<file path="src/rtl/video_pkg.sv">
// video_pkg: pattern mode encoding and colour-bar palette shared by the video blocks.
package video_pkg;
  typedef enum logic [1:0] {MODE_BAR, MODE_RAMP, MODE_CHK, MODE_SOLID} mode_e;
  // index 0 is the leftmost bar: white, yellow, cyan, green, magenta, red, blue, black
  localparam logic [7:0][23:0] BAR_RGB = {
    24'h000000, 24'h0000ff, 24'hff0000, 24'hff00ff,
    24'h00ff00, 24'h00ffff, 24'hffff00, 24'hffffff
  };
endpackage

</file>
<file path="src/rtl/video_timing_gen.sv">
// video_timing_gen: raster counters with combinational sync and data-enable decode.
module video_timing_gen #(
  parameter int H_ACTIVE = 640,
  parameter int H_FP     = 16,
  parameter int H_SYNC   = 96,
  parameter int H_BP     = 48,
  parameter int V_ACTIVE = 480,
  parameter int V_FP     = 10,
  parameter int V_SYNC   = 2,
  parameter int V_BP     = 33,
  parameter bit HS_POL   = 1'b1,
  parameter bit VS_POL   = 1'b1
) (
  input  logic        clk,
  input  logic        rst,
  input  logic        i_en,
  output logic [15:0] o_x,
  output logic [15:0] o_y,
  output logic        o_hs,
  output logic        o_vs,
  output logic        o_de
);
  localparam int HT = H_ACTIVE + H_FP + H_SYNC + H_BP;
  localparam int VT = V_ACTIVE + V_FP + V_SYNC + V_BP;
  logic [15:0] r_h, r_v;
  always_ff @(posedge clk)
    if (rst || !i_en) begin
      r_h <= '0;
      r_v <= '0;
    end else if (r_h == 16'(HT - 1)) begin
      r_h <= '0;
      r_v <= (r_v == 16'(VT - 1)) ? '0 : r_v + 16'd1;
    end else
      r_h <= r_h + 16'd1;
  assign o_x  = r_h;
  assign o_y  = r_v;
  assign o_hs = (r_h >= 16'(H_ACTIVE + H_FP) && r_h < 16'(H_ACTIVE + H_FP + H_SYNC)) ? HS_POL : ~HS_POL;
  assign o_vs = (r_v >= 16'(V_ACTIVE + V_FP) && r_v < 16'(V_ACTIVE + V_FP + V_SYNC)) ? VS_POL : ~VS_POL;
  assign o_de = r_h < 16'(H_ACTIVE) && r_v < 16'(V_ACTIVE);
endmodule

</file>
<file path="src/rtl/video_pattern_gen.sv">
// video_pattern_gen: test-pattern source with one registered stage over the raster timing.
module video_pattern_gen
  import video_pkg::*;
#(
  parameter int H_ACTIVE = 640,
  parameter int H_FP     = 16,
  parameter int H_SYNC   = 96,
  parameter int H_BP     = 48,
  parameter int V_ACTIVE = 480,
  parameter int V_FP     = 10,
  parameter int V_SYNC   = 2,
  parameter int V_BP     = 33,
  parameter bit HS_POL   = 1'b1,
  parameter bit VS_POL   = 1'b1,
  parameter int CHK_LOG2 = 5
) (
  input  logic        clk,
  input  logic        rst,
  input  logic        en,
  input  logic [1:0]  mode,
  input  logic [23:0] solid_rgb,
  output logic        hs,
  output logic        vs,
  output logic        de,
  output logic [7:0]  rgb_r,
  output logic [7:0]  rgb_g,
  output logic [7:0]  rgb_b,
  output logic        frame_start
);
  localparam int BW = H_ACTIVE / 8;
  logic [15:0] w_x, w_y;
  logic        w_hs, w_vs, w_de, w_sof, w_chk;
  logic [2:0]  w_bar;
  logic [23:0] w_solid, w_pix;
  mode_e       w_mode, r_mode;
  logic [23:0] r_solid, r_rgb;
  logic        r_hs, r_vs, r_de, r_fs;
  video_timing_gen #(
    .H_ACTIVE(H_ACTIVE), .H_FP(H_FP), .H_SYNC(H_SYNC), .H_BP(H_BP),
    .V_ACTIVE(V_ACTIVE), .V_FP(V_FP), .V_SYNC(V_SYNC), .V_BP(V_BP),
    .HS_POL(HS_POL), .VS_POL(VS_POL)
  ) u_timing (
    .clk(clk), .rst(rst), .i_en(en),
    .o_x(w_x), .o_y(w_y), .o_hs(w_hs), .o_vs(w_vs), .o_de(w_de)
  );
  assign w_sof = w_x == '0 && w_y == '0;
  // the first pixel of a frame already uses the freshly sampled settings
  assign w_mode  = w_sof ? mode_e'(mode) : r_mode;
  assign w_solid = w_sof ? solid_rgb : r_solid;
  assign w_chk   = w_x[CHK_LOG2] ^ w_y[CHK_LOG2];
  always_comb begin
    w_bar = '0;
    for (int k = 1; k < 8; k++)
      if (w_x >= 16'(k * BW)) w_bar = 3'(k);
  end
  assign w_pix = (w_mode == MODE_BAR)  ? BAR_RGB[w_bar] :
                 (w_mode == MODE_RAMP) ? {3{w_x[7:0]}} :
                 (w_mode == MODE_CHK)  ? (w_chk ? 24'h000000 : 24'hffffff) : w_solid;
  always_ff @(posedge clk)
    if (rst) begin
      r_mode  <= MODE_BAR;
      r_solid <= '0;
      r_hs    <= ~HS_POL;
      r_vs    <= ~VS_POL;
      r_de    <= 1'b0;
      r_rgb   <= '0;
      r_fs    <= 1'b0;
    end else begin
      if (en && w_sof) begin
        r_mode  <= w_mode;
        r_solid <= w_solid;
      end
      r_hs  <= en ? w_hs : ~HS_POL;
      r_vs  <= en ? w_vs : ~VS_POL;
      r_de  <= en && w_de;
      r_rgb <= (en && w_de) ? w_pix : '0;
      r_fs  <= en && w_de && w_sof;
    end
  assign hs = r_hs;
  assign vs = r_vs;
  assign de = r_de;
  assign {rgb_r, rgb_g, rgb_b} = r_rgb;
  assign frame_start = r_fs;
endmodule

</file>
<file path="config.mk">
export PLATFORM = sky130hd
export DESIGN_NAME = video_pattern_gen
export DESIGN_NICKNAME = d
export VERILOG_FILES = /design/src/rtl/video_pkg.sv /design/src/rtl/video_timing_gen.sv /design/src/rtl/video_pattern_gen.sv
export SDC_FILE = /design/constraint.sdc
export NUM_CORES = 1
export LEC_CHECK = 0
export CAP_MARGIN = 10
export CORE_MARGIN = 5
export CORE_UTILIZATION = 49
export DETAILED_ROUTE_END_ITERATION = 8
export GPL_ROUTABILITY_DRIVEN = 0
export GPL_TIMING_DRIVEN = 0
export PLACE_DENSITY = 0.72
export SKIP_CTS_REPAIR_TIMING = 1
export SYNTH_ARGS = -nofsm -noshare
export SYNTH_HDL_FRONTEND = slang
export SYNTH_SLANG_ARGS = --single-unit
</file>
<file path="constraint.sdc">
create_clock -name clk -period 4.81 [get_ports clk]
set_input_delay 0.7215 -clock clk [delete_from_list [all_inputs] [get_ports clk]]
set_output_delay 0.7215 -clock clk [all_outputs]
set_load 0.005 [all_outputs]
</file>
==> results of run 1 <==
[sequential cells by signal, indices dropped and copies added (netlist names)]
register	count
de	1
frame_start	1
hs	1
r_mode	2
r_rgb	24
r_solid	24
u_timing.o_x	16
u_timing.o_y	16
vs	1
[final cells by class]
| class | count | area (µm²) |
|---|---|---|
| timing repair buffer | 55 | 550.5 |
| tap | 105 | 131.4 |
| buffer | 34 | 176.4 |
| multi-input combinational | 385 | 2226 |
| clock inverter | 5 | 58.81 |
| inverter | 10 | 37.54 |
| clock buffer | 11 | 141.4 |
| sequential | 86 | 1722 |
| fill | 757 | 3214 |
[routing by layer]
| metal | share of wire (%) | wire (µm) | GRT usage (%) | vias up |
|---|---|---|---|---|
| met1 | 43 | 4886 | 29.08 | 1810 |
| met5 | 0 | 0 | 0 | - |
| met4 | 1.6 | 178 | 5.752 | 0 |
| met3 | 7.2 | 817 | 5.392 | 20 |
| met2 | 48 | 5388 | 36.33 | 150 |
| li1 | - | - | - | 1920 |
[cells in the mapped netlist, drive strengths merged (2+ instances only)]
cell type and count:
nor4b 3, ha 5, a21o 6, nor2 52, nor2b 5, nand2b 2
dfxtp 86, xnor2 18, o21ai 35, a311oi 18, clkbuf 23, a31oi 2
a21oi 52, nand3 14, xor2 12, and3 26, or4 3, buf 11
nor3 10, and2 5, nand2 85, nand3b 2, nor4 11, nand4 8
inv 10
[metrics by stage]
step	cell area, µm²	hold WS [ps]	utilization, %	std cells
finish	5044	448.5	61.08	691
global route	5044	475.5	61.08	691
CTS	5044	450.1	61.08	691
detailed placement	4843	438.8	58.65	675
global placement	4843	432.8	58.65	675
floorplan	4161	424.1	-	515
[critical path, stage by stage]
cell and delay [ps]:
clkdlybuf4s50_1 570, inv_1 150, nand3b_1 240, nor4b_2 490, a21oi_1 250, a311oi_1 320
a21oi_1 110
[cell families (layout without fill, tap and decap cells)]
kind of cell	after synthesis	after routing	share of synthesized area, %
simple gates	232	232	28.32
xor+xnor	30	30	6.314
mux	1	1	0.5412
flops	86	86	41.37
compound gates	117	117	16.81
buf+inv	44	115	5.141
fa+ha+maj	5	5	1.503
[report_power, final]
group	internal (W)	leakage (nW)	switching (W)
logic	0.000102	1.13	0.000121
clock network	0.000254	0.0955	0.000263
registers	0.000745	0.703	0.0000123
total	0.00110	1.93	0.000396
[path summary, 6_finish.rpt]
check,end,cells past startpoint
max,r_rgb[2]$_SDFF_PP0_,7
min,r_solid[12]$_SDFFE_PP0P_,2
min reg2reg,r_solid[12]$_SDFFE_PP0P_,2
max reg2reg,r_rgb[2]$_SDFF_PP0_,6
==> results.json, run 1 <==
{
  "synth.avg_cell_area_um2": 8.081,
  "vias": 3900,
  "cp.required_ps": 5030,
  "peakVddDrop_mv": 0.2136,
  "ant_nets": 0,
  "crit_type": "in -> reg",
  "setup_ws_ps": 2168,
  "cts_tree": "done",
  "initial_utilization_pct": 50.39,
  "synth_top_area_cell": "dfxtp_1",
  "yosys-top-cells-area": "dfxtp_1, nand2_1, a21oi_1, nor2_1, a311oi_1",
  "arrival_ps": 2860,
  "power_density_nw_per_um2": 297.0,
  "end_kind": "flip-flop",
  "p_total_w": 0.001498,
  "min_period_ps": 2642,
  "rsz0062_at_grt": "false",
  "synthArstFlopShare_pct": 0,
  "final_cell_mix": "dfxtp_1, nand2_1, clkdlybuf4s50_1",
  "detail_route.wl_per_cell_um": 16.31,
  "drc": 0,
  "vias_per_cell": 5.644,
  "outcome": "finished clean",
  "cts.sinks": 86,
  "yosysSeqAreaShare_pct": 41.37,
  "netlist_area_um2": 4161,
  "tightest_slew_ps": 691.7,
  "rrSetupSlack_ps": 2170,
  "fp.dieW_um": 102.2,
  "ys.warnings.count": 0,
  "netlist_instances": 515,
  "cts.path.max_buffers": 2,
  "hold_violations": 0,
  "hold_path.startpoint": "r_solid[12]$_SDFFE_PP0P_",
  "setup_viol": 0,
  "hold_class": "reg -> reg",
  "grt_max_degree": 15,
  "final_common_cell": "dfxtp_1",
  "grt_pass1_wl_um": 18260,
  "syn_nets": 549,
  "critPathMaxFanout": 7,
  "crit_start": "mode[0]",
  "first_pass_iters": 6,
  "synth.distinct_cells": 49,
  "clk_latency_ps": 360,
  "nNetsFinal": 615,
  "p_leak_nw": 1.933,
  "fp.coreArea_um2": 8258,
  "num_rows": 33,
  "r2r-start": "u_timing.o_x[11]$_SDFF_PP0_",
  "fin_tns_setup_ps": 0,
  "ys_seq_elements": 86,
  "die_h_um": 102.2,
  "cap_violations": 0,
  "period_share_pct": 54.94,
  "fin_skew_ps": 9.239,
  "cts_root_buffer": "clkbuf_8",
  "syn2layout_area_growth_pct": 21.20,
  "synth_flop_cell": "dfxtp_1",
  "grt_overflow_total": 0,
  "yosysTopAreaCellShare_pct": 41.37,
  "numCtsBuffers": 9,
  "synth_edf_count": 0,
  "htree_levels": 3,
  "dpl.hpwl_um": 8069,
  "drt_iter0_drc": 243,
  "route.final.wire_length_um": 11270,
  "crit_path_start_kind": "input port",
  "finalMaxSlewViolations": 0,
  "io_buffers": 55,
  "n_antenna_cell": 0,
  "slew_headroom_pct": 53.57,
  "fmax_mhz": 378.4,
  "antenna_found_initial": 0,
  "track_usage_pct": 22.06,
  "grt_pass1_vias": 3785,
  "ios": 57,
  "drive_gt1_share_pct": 7.509,
  "die-area_um2": 10440,
  "pre_cts_ws_ps": 1836,
  "path_clk_slew_ps": 90
}
Note: power is estimated with default switching activity, not from simulation.
==> inputs of run 2 (changes only) <==
Settings changed: PLACE_DENSITY 0.72 to 0.74.
Clock period 4.81 ns to 2.3 ns, I/O delays scaled along.
==> run 2 against run 1 <==
  * The flow now finishes with violations (setup timing)
  * Power up 120%
  * Final cell count up 2.7%
  * Clock power increased by 110%
  * Utilization rose by 5.7 points
  * Die area is the same
  * Critical endpoint is now r_rgb[12]$_SDFF_PP0_
  * Largest power group unchanged
==> results.json, run 2 (synthesis results as in run 1) <==
{
  "slew_headroom_pct": 59.63,
  "fmax_mhz": 426.1,
  "cp.required_ps": 2550,
  "die_h_um": 102.2,
  "hold_violations": 0,
  "min_period_ps": 2347,
  "r2r-start": "u_timing.o_y[10]$_SDFFE_PP0P_",
  "dp.cells": 675,
  "grt_overflow_total": 0,
  "final_common_cell": "nand2_1",
  "detail_route.wl_per_cell_um": 16.98,
  "p_leak_nw": 2.146,
  "finalMaxSlewViolations": 0,
  "track_usage_pct": 22.13,
  "largestRegisters": "r_rgb: 24 flops, r_solid: 24 flops",
  "vias": 4084,
  "route.final.wire_length_um": 12050,
  "cts_root_buffer": "clkbuf_8",
  "drc": 0,
  "cts.path.max_buffers": 2,
  "grt_pass1_wl_um": 18210,
  "outcome": "complete, but fails checks",
  "violations": "setup timing",
  "fin_cells": 710,
  "syn2layout_area_growth_pct": 32.44,
  "crit_type": "reg -> reg",
  "critPathMaxFanout": 5,
  "crit_end": "r_rgb[12]$_SDFF_PP0_",
  "tightest_slew_ps": 605.5,
  "hold_class": "in -> reg",
  "pre_cts_ws_ps": -289.0,
  "path_clk_slew_ps": 90,
  "crit_start": "u_timing.o_y[10]$_SDFFE_PP0P_",
  "peakVddDrop_mv": 0.2820,
  "placed_area_um2": 4843,
  "fp.dieW_um": 102.2,
  "rsz0062_at_grt": "true",
  "period_share_pct": 102.0,
  "io_buffers": 55,
  "rrSetupSlack_ps": -50,
  "power_density_nw_per_um2": 586.9,
  "r2r_cells": 7,
  "final_cell_area_um2": 5512,
  "nNetsFinal": 634,
  "hold_ws_ps": 195.9,
  "htree_levels": 3,
  "n_fill_cell": 696,
  "drt_iter0_drc": 236,
  "ios": 57,
  "vias_per_cell": 5.752,
  "cts_tree": "done",
  "num_rows": 33,
  "cts.sinks": 86,
  "fin_skew_ps": 10.22,
  "antenna_found_initial": 0,
  "arrival_ps": 2600,
  "reg2reg_to": "r_rgb[12]$_SDFF_PP0_",
  "dpl.hpwl_um": 8121,
  "crit_path_start_kind": "flip-flop",
  "fp.coreArea_um2": 8258,
  "drive_gt1_share_pct": 20.33,
  "cap_violations": 0,
  "end_kind": "flip-flop",
  "setup_ws_ps": -46.90,
  "n_antenna_cell": 0,
  "final_cell_mix": "nand2_1, dfxtp_1, clkdlybuf4s50_1",
  "initial_utilization_pct": 50.39,
  "grt_max_degree": 16,
  "clk_latency_ps": 380,
  "grt_pass1_vias": 3729,
  "setup_viol": 3,
  "first_pass_iters": 5,
  "die-area_um2": 10440,
  "fin_tns_setup_ps": -60.74,
  "ant_nets": 0,
  "numCtsBuffers": 9
}
[run 2: cell type report]
| type | count | area (µm²) | share of cell area [%] |
|---|---|---|---|
| multi-input combinational | 385 | 2489 | 45.15 |
| sequential | 86 | 1740 | 31.58 |
| timing repair buffer | 75 | 711.9 | 12.92 |
| buffer | 33 | 203.9 | 3.700 |
| tap | 105 | 131.4 | 2.384 |
| clock buffer | 9 | 123.9 | 2.247 |
| clock inverter | 7 | 71.32 | 1.294 |
| inverter | 10 | 40.04 | 0.7264 |
[run 2: power by group]
part	total, W	switching (W)	internal (W)
Clock	0.00108	0.000576	0.000508
Combinational	0.000569	0.000294	0.000276
Sequential	0.00158	0.0000279	0.00155
[run 2: how the worst min path moves through the flow]
stage / from / to / slack, ps / cells after the start
finish: rst / r_solid[9]$_SDFFE_PP0P_ / 200 / 2
global route: rst / r_solid[9]$_SDFFE_PP0P_ / 200 / 2
CTS: rst / r_solid[11]$_SDFFE_PP0P_ / 190 / 2
detailed placement: r_solid[3]$_SDFFE_PP0P_ / r_solid[3]$_SDFFE_PP0P_ / 440 / 2
global placement: r_solid[12]$_SDFFE_PP0P_ / r_solid[12]$_SDFFE_PP0P_ / 430 / 2
floorplan: r_solid[10]$_SDFFE_PP0P_ / r_solid[10]$_SDFFE_PP0P_ / 420 / 2
[run 2: worst max-delay path: stages, from the launching register on]
cell and delay (ps):
dfxtp_1 370, nor4_2 400, nand2_1 250, or3_4 480, buf_6 150, and3_1 180
a311oi_2 300, o21ai_2 90
[run 2: routing by layer]
metal | track usage [%] | vias up | part of all wire (%)
met3 | 4.369 | 46 | 9.0
met5 | 0 | - | 0
met2 | 37.58 | 215 | 48
met1 | 28.10 | 1865 | 40
li1 | - | 1958 | -
met4 | 7.568 | 0 | 3.5
[run 2: per-stage QoR]
step / utilization (%) / power (W)
floorplan: - / 0.001857
global placement: 58.65 / 0.002071
detailed placement: 58.65 / 0.002080
CTS: 61.02 / 0.003148
global route: 66.74 / 0.003365
finish: 66.74 / 0.003235
